--- src/rtl/mac_pkg.sv ---
// Shared constants and elaboration helpers for the P-bit multiply-accumulate unit.
package mac_pkg;

    localparam int MODE_WRAP = 0;
    localparam int MODE_SAT  = 1;

    // Two guard bits above the full product width by default.
    function automatic int default_acc_w(input int p);
        return 2 * p + 2;
    endfunction

    function automatic bit params_ok(input int p, input int n, input int acc_w);
        return (acc_w >= 2 * p) && (n >= 1);
    endfunction

endpackage

--- src/rtl/Full_Adder_P_bit.sv ---
// Ripple-carry adder of parameterised width, built from single-bit full adder cells.
module Full_Adder_P_bit #(
    parameter int P = 4
) (
    input  logic [P-1:0] a,
    input  logic [P-1:0] b,
    input  logic         cin,
    output logic [P-1:0] sum,
    output logic         cout
);

    logic [P:0] carry;

    assign carry[0] = cin;

    for (genvar i = 0; i < P; i++) begin : g_bit
        assign sum[i]     = a[i] ^ b[i] ^ carry[i];
        assign carry[i+1] = (a[i] & b[i]) | (carry[i] & (a[i] ^ b[i]));
    end

    assign cout = carry[P];

endmodule

--- src/rtl/mac_unit_p_bit.sv ---
// Two-stage unsigned multiply-accumulate: stage 1 registers A*B, stage 2 accumulates
// N products and publishes the dot product with a one-cycle Done pulse.
module mac_unit_p_bit
    import mac_pkg::*;
#(
    parameter int P     = 4,
    parameter int N     = 4,
    parameter int ACC_W = default_acc_w(P),
    parameter int SAT   = MODE_WRAP
) (
    input  logic             clk,
    input  logic             rst,
    input  logic [P-1:0]     A,
    input  logic [P-1:0]     B,
    input  logic             In_valid,
    input  logic             Clear,
    output logic [ACC_W-1:0] Result,
    output logic             Done,
    output logic             Ovf,
    output logic             Busy
);

    localparam int CNT_W = (N > 1) ? $clog2(N) : 1;

    if (!params_ok(P, N, ACC_W)) begin : g_bad_params
        $error("mac_unit_p_bit: requires ACC_W >= 2*P and N >= 1");
    end

    logic [2*P-1:0]   prod_full;
    logic [ACC_W-1:0] prod_ext;
    logic [ACC_W-1:0] prod_reg;
    logic             p_valid;
    logic [ACC_W-1:0] acc;
    logic             ovf_acc;
    logic [CNT_W-1:0] count;
    logic [ACC_W-1:0] sum;
    logic             carry;
    logic [ACC_W-1:0] acc_next;
    logic             last_term;

    assign prod_full = A * B;
    assign prod_ext  = ACC_W'(prod_full);

    Full_Adder_P_bit #(
        .P (ACC_W)
    ) u_acc_adder (
        .a    (acc),
        .b    (prod_reg),
        .cin  (1'b0),
        .sum  (sum),
        .cout (carry)
    );

    // In saturating mode a carry pins the accumulator at all-ones; since the
    // accumulator then cannot grow, any further nonzero product carries again.
    assign acc_next  = ((SAT == MODE_SAT) && carry) ? {ACC_W{1'b1}} : sum;
    assign last_term = (count == CNT_W'(N - 1));

    always_ff @(posedge clk or posedge rst) begin
        if (rst) begin
            prod_reg <= '0;
            p_valid  <= 1'b0;
            acc      <= '0;
            ovf_acc  <= 1'b0;
            count    <= '0;
            Result   <= '0;
            Ovf      <= 1'b0;
            Done     <= 1'b0;
        end else begin
            Done <= 1'b0;
            // Clear overrides both the incoming term and a completing dot product.
            if (Clear) begin
                p_valid <= 1'b0;
                acc     <= '0;
                ovf_acc <= 1'b0;
                count   <= '0;
            end else begin
                p_valid  <= In_valid;
                prod_reg <= prod_ext;
                if (p_valid) begin
                    if (last_term) begin
                        Result  <= acc_next;
                        Ovf     <= ovf_acc | carry;
                        Done    <= 1'b1;
                        acc     <= '0;
                        ovf_acc <= 1'b0;
                        count   <= '0;
                    end else begin
                        acc     <= acc_next;
                        ovf_acc <= ovf_acc | carry;
                        count   <= count + 1'b1;
                    end
                end
            end
        end
    end

    assign Busy = p_valid | (count != '0);

endmodule

--- config.mk ---
export PLATFORM = sky130hd
export DESIGN_NAME = mac_unit_p_bit
export DESIGN_NICKNAME = d
export VERILOG_FILES = /design/src/rtl/mac_pkg.sv /design/src/rtl/Full_Adder_P_bit.sv /design/src/rtl/mac_unit_p_bit.sv
export SDC_FILE = /design/constraint.sdc
export NUM_CORES = 1
export LEC_CHECK = 0
export ABC_AREA = 1
export ABC_CLOCK_PERIOD_IN_PS = 3500
export CORE_AREA = 4 4 69 71
export CTS_CLUSTER_DIAMETER = 80
export DETAILED_ROUTE_END_ITERATION = 10
export DIE_AREA = 0 0 73 75
export HOLD_SLACK_MARGIN = 0.06
export PLACE_DENSITY = 0.73
export SKIP_LAST_GASP = 1
export SYNTH_ARGS = -nofsm -noshare
export SYNTH_HDL_FRONTEND = slang
export SYNTH_SLANG_ARGS = --single-unit
export TNS_END_PERCENT = 20
--- constraint.sdc ---
create_clock -name clk -period 3.5 [get_ports clk]
set_input_delay 1.05 -clock clk [delete_from_list [all_inputs] [get_ports clk]]
set_output_delay 1.05 -clock clk [all_outputs]
set_load 0.05 [all_outputs]
# == Word-level counts from Yosys, hierarchy flattened ==
# Index checks and enable logic that the tools add are counted.
# op_classes
eq_ne,1
addsub,1
n_mux,13
bitwise,44
n_reduce_logical,3
mul,1
# ops
cell,count
$mux 10,3
$and 1x1->1,17
$xor 1x1->1,17
$or 1x1->1,9
$mul 4x4->8,1
$mux 1,7
$mux 2,3
$reduce_bool 2->1,2
$reduce_and 3->1,1
$add 2x1->2 const B,1
$eq 2x2->1 const B,1
$not 1->1,1
# totals
input_bits,12
reg_bits,34

# == Longest topological paths before layout ==
# logic_depth
depth_word,21
depth_mapped,14
depth_no_buf,14

# == By module ==
# Synthesis repeated with hierarchy kept, for this count alone.
# unflattened
cells_unflattened,228
hier_area_um2,2009.4
# modules_own_cells
module,instances,seq_area_each_um2,cells_each,area_each_um2
mac_unit_p_bit,1,850.8,208,1771.7
Full_Adder_P_bit,1,0.0,20,237.7

# == Least setup slack after synthesis ==
# OpenSTA, ideal clock, no wires.
# synth_timing
path_type,reg-to-reg
startpoint,reg prod_reg[0]
endpoint,reg acc[9]
path_stages_with_launch,15
setup_ns,0.121
path_slack_ns,-0.062
n_path_buf,0
required_ns,3.379
arrival_ns,3.440
cell_sequence,dfrtp_1 > ha_1 > inv_1 > fa_1 > fa_1 > fa_1 > fa_1 > fa_1 > fa_1 > inv_1 > fa_1 > ha_1 > ha_1 > inv_1 > o21ai_1
# synth_between
elab_chain_len,20
# synth_rtl
element,line_no,text
from (decl),mac_unit_p_bit.sv:31,logic [ACC_W-1:0] prod_reg;
from (signal assigned),mac_unit_p_bit.sv:79,prod_reg <= prod_ext;
$and 1x1->1 (2 in a row),Full_Adder_P_bit.sv:18,assign carry[i+1] = (a[i] & b[i]) | (carry[i] & (a[i] ^ b[i]));
$or 1x1->1,Full_Adder_P_bit.sv:18,
$and 1x1->1,Full_Adder_P_bit.sv:18,
$or 1x1->1,Full_Adder_P_bit.sv:18,
$and 1x1->1,Full_Adder_P_bit.sv:18,
$or 1x1->1,Full_Adder_P_bit.sv:18,
$and 1x1->1,Full_Adder_P_bit.sv:18,
$or 1x1->1,Full_Adder_P_bit.sv:18,
[... 4 more ...],n/a,
$and 1x1->1,Full_Adder_P_bit.sv:18,
$or 1x1->1,Full_Adder_P_bit.sv:18,
$and 1x1->1,Full_Adder_P_bit.sv:18,
$xor 1x1->1,Full_Adder_P_bit.sv:17,assign sum[i] = a[i] ^ b[i] ^ carry[i];
via acc_next[9],mac_unit_p_bit.sv:38,logic [ACC_W-1:0] acc_next;
$mux 10,mac_unit_p_bit.sv:81,if (last_term) begin
$mux 10,mac_unit_p_bit.sv:80,if (p_valid) begin
$mux 10,mac_unit_p_bit.sv:72,if (Clear) begin
to (signal assigned),mac_unit_p_bit.sv:89,acc <= acc_next;
to (decl),mac_unit_p_bit.sv:33,logic [ACC_W-1:0] acc;
# The timed path passes the listed nets, and every way through them passes these cells. The select of a mux whose other input is x is not followed.
# A chain may end at the register's enable or synchronous reset.

# == Final worst setup path ==
# Same ends and word-level chain as after synthesis.

==> key figures <==
CTS
  • Clock latency on the worst-skew pair: 0.28 ns
  • Clk sink count: 34
  • CTS clk-pin slew, worst paths: 0.06 ns
  • CTS max path bufs: 2
  • CTS tree: built
  • CTS Buf Count: 5
  • Root Driver: clkbuf_8
  • H-tree Lvls: 2

Synthesis
  • Ys async rst share: 1.00
  • Synth top area share: 0.426
  • Synthesized Nets: 253
  • Top_reg_cell synth: dfrtp_1
  • Netlist cell types: 18
  • #FFs+latches synth: 34
  • Mean area per synthesized cell: 9.38 um2
  • Synth top cells by count: nand2_1 (53), inv_1 (44), dfrtp_1 (34), ha_1 (17)
  • Synth warnings: 0
  • Register area share after synthesis: 0.426
  • Cell taking the most area after synthesis: dfrtp_1
  • Synth Instances: 213
  • Post-synth EDFFs: 0
  • Cell Area, Synth: ~2000 um2
  • Top post-synthesis cells by area: dfrtp_1 (43%), fa_1 (11%), ha_1 (11%)
  • Count leader, synth: nand2_1

Routing
  • Routed vias: about 1400
  • First drt pass iteration count: 4
  • Vias per inst: 4.74
  • Iteration-0 DRC Markers: roughly 120
  • Final ANT Viol Nets: 0
  • Aggregate routed wire length: about 3.4 mm
  • Drt wl/cell: approximately 11 um
  • # DRC: 0

Critical path
  • Crit path max-delay family: adder cells
  • Worst r2r dst: acc[9]
  • Worst stage delay on the critical path: around 0.38 ns
  • Origin of the worst setup path: prod_reg[0]
  • CP most frequent cell: fa_2
  • Worst Path Arrival: around 3.7 ns
  • Worst reg2reg startpoint: prod_reg[0]
  • Crit path buffers/inverters: 3
  • Critical path class: reg -> reg
  • Crit path max fanout: 2
  • Critical path depth: 14
  • Crit start category: register
  • Reg2reg setup slack: -0.05 ns
  • CP Cell Sequence: ha_1, inv_1, fa_2, fa_2, fa_2, fa_2, fa_2, fa_1, inv_1, fa_1, ha_1, ha_1, inv_2, o21ai_1
  • Number of cells on the worst reg-to-reg path: 14
  • Crit. End Element: register
  • Req. time, crit path: between 3 and 4 ns
  • Slowest library cell on the worst path: fa_1
  • CP endpoint: acc[9]

Final layout
  • Area Overhead vs Synth: 22.5%
  • Finished Core Util: 0.578
  • Share of cells above drive strength 1: 0.155
  • Number of nets in the layout: 291
  • Final cell count without fillers: 304
  • Ant diodes: 0

STA
  • Hold WS: 0.482 ns
  • Max transition margin: 0.671
  • Final Skew: ~0.0056 ns
  • Achievable Freq: 281 MHz
  • Final Max Tran Viols: 0
  • RSZ-0062 raised after global routing: yes
  • Fin crit period: 3.55 ns
  • Final hold vios: 0
  • Period utilization: 1.02
  • # setup viols final: 2
  • Final worst setup slack: -0.0549 ns
  • Slew at the pin closest to its max-slew limit: approximately 0.5 ns

Global route
  • Initial antenna violation count: 0
  • Vias in the first global route: about 1500
  • Met3 Use GR: 0.0280
  • First-pass GRT wire length: 6.10 mm
  • GRT Util Overall: 0.146
  • GR peak layer: met2
  • Met2 GRT Util: 0.253
  • Largest net degree at the start of global routing: 35
  • Met1 usage: 0.172
  • Congestion Overflow GR: 0

Floorplanning
  • DIE AREA: 5480 um2
  • Die width: approximately 73 um
  • Std cell rows: 24
  • Io pins: 25
  • Core Region: 4230 um2
  • Initial core utilization: 0.472
  • Die height: 75 um

Placement
  • Dpl hpwl: 2.65 mm
  • Placer Congestion: 0.728
  • Placed Instances: 295
  • I/O Buffers: 24

Worst hold path
  • Hold Crit Start: Result[4]
  • Hold path depth: 2
  • Hold Path Class: reg -> reg

Power
  • Max VDD drop: between 0.15 and 0.2 mV
  • Leak: 1.28 nW
  • Power Dens Cells: 415 nW/um2

Job
  • Max cap viols: 0

Status
  • Outcome: finished with violations
  • Failing checks: setup timing
## placed cells by master (no fill, tap or decap), drive strengths merged, types with 8 or more instances in the layout
master	count
o22ai	8
nand2	53
ha	17
nand3	8
fa	11
clkdlybuf4s50	24
inv	46
dfrtp	34
buf	11
o21ai	21
## worst min path at each step
| stage | endpoint |
|---|---|
| floorplan | prod_reg[6] |
| global placement | Result[6] |
| detailed placement | Result[4] |
| CTS | Result[4] |
| global route | Ovf |
| finish | Result[4] |
## cell families (layout without fill, tap and decap cells)
kind of cell | count (synthesis) | after routing | share of synthesized area
AO/OA/AOI/OAI | 34 | 34 | 0.112
buffers and inverters | 50 | 89 | 0.107
AND/OR/NAND/NOR | 67 | 67 | 0.138
flip-flops | 34 | 34 | 0.426
adder cells (fa/ha/maj) | 28 | 28 | 0.217
## per-layer routing
metal  vias up  part of all wire
met5         -                 0
met4         0             0.023
met3         6             0.042
met2        31              0.50
met1       668              0.43
li1        737                 -
## report_power, final
group / internal [mW] / switching (mW) / leakage, nW
combinational: 0.113 / 0.168 / 0.792
clock: 0.158 / 0.133 / 0.0482
sequential: 0.428 / 0.0152 / 0.435
## per-stage QoR
stage	cell area (um2)	TNS, ns	setup slack (ns)	power, mW
6_report	2450	-0.0805	-0.0549	1.02
4_1_cts	2440	-0.0997	-0.0664	1.03
3_3_place_gp	2340	-0.998	-0.214	0.722
3_5_place_dp	2340	-1.26	-0.267	0.731
2_1_floorplan	2000	0	0.0165	0.644
5_1_grt	2450	-0.821	-0.180	1.08
## final cells by class
class                      instances  area [um2]
inverter                          46         173
clock buffer                       7        86.3
sequential                        34         851
tap                               52        65.1
multi-input combinational        129         946
clock inverter                     1        5.00
timing repair buffer              35         323
fill                             385        1790
## worst reg2reg max path: cells and delay by family, from the launching register on
family / cells / cell delay, ns
adder cells (fa/ha/maj): 10 / 2.80
flip-flops: 1 / 0.36
buffers and inverters: 3 / 0.20
AO/OA/AOI/OAI: 1 / 0.07
## repair_timing
action	4_1_cts	5_1_grt
endpoints found under the setup margin	8	8
hold buffers	0	0
setup buffers	0	1
gates cloned	0	0
resized for setup	4	0
No activity file was read; power rests on OpenSTA's default activity.
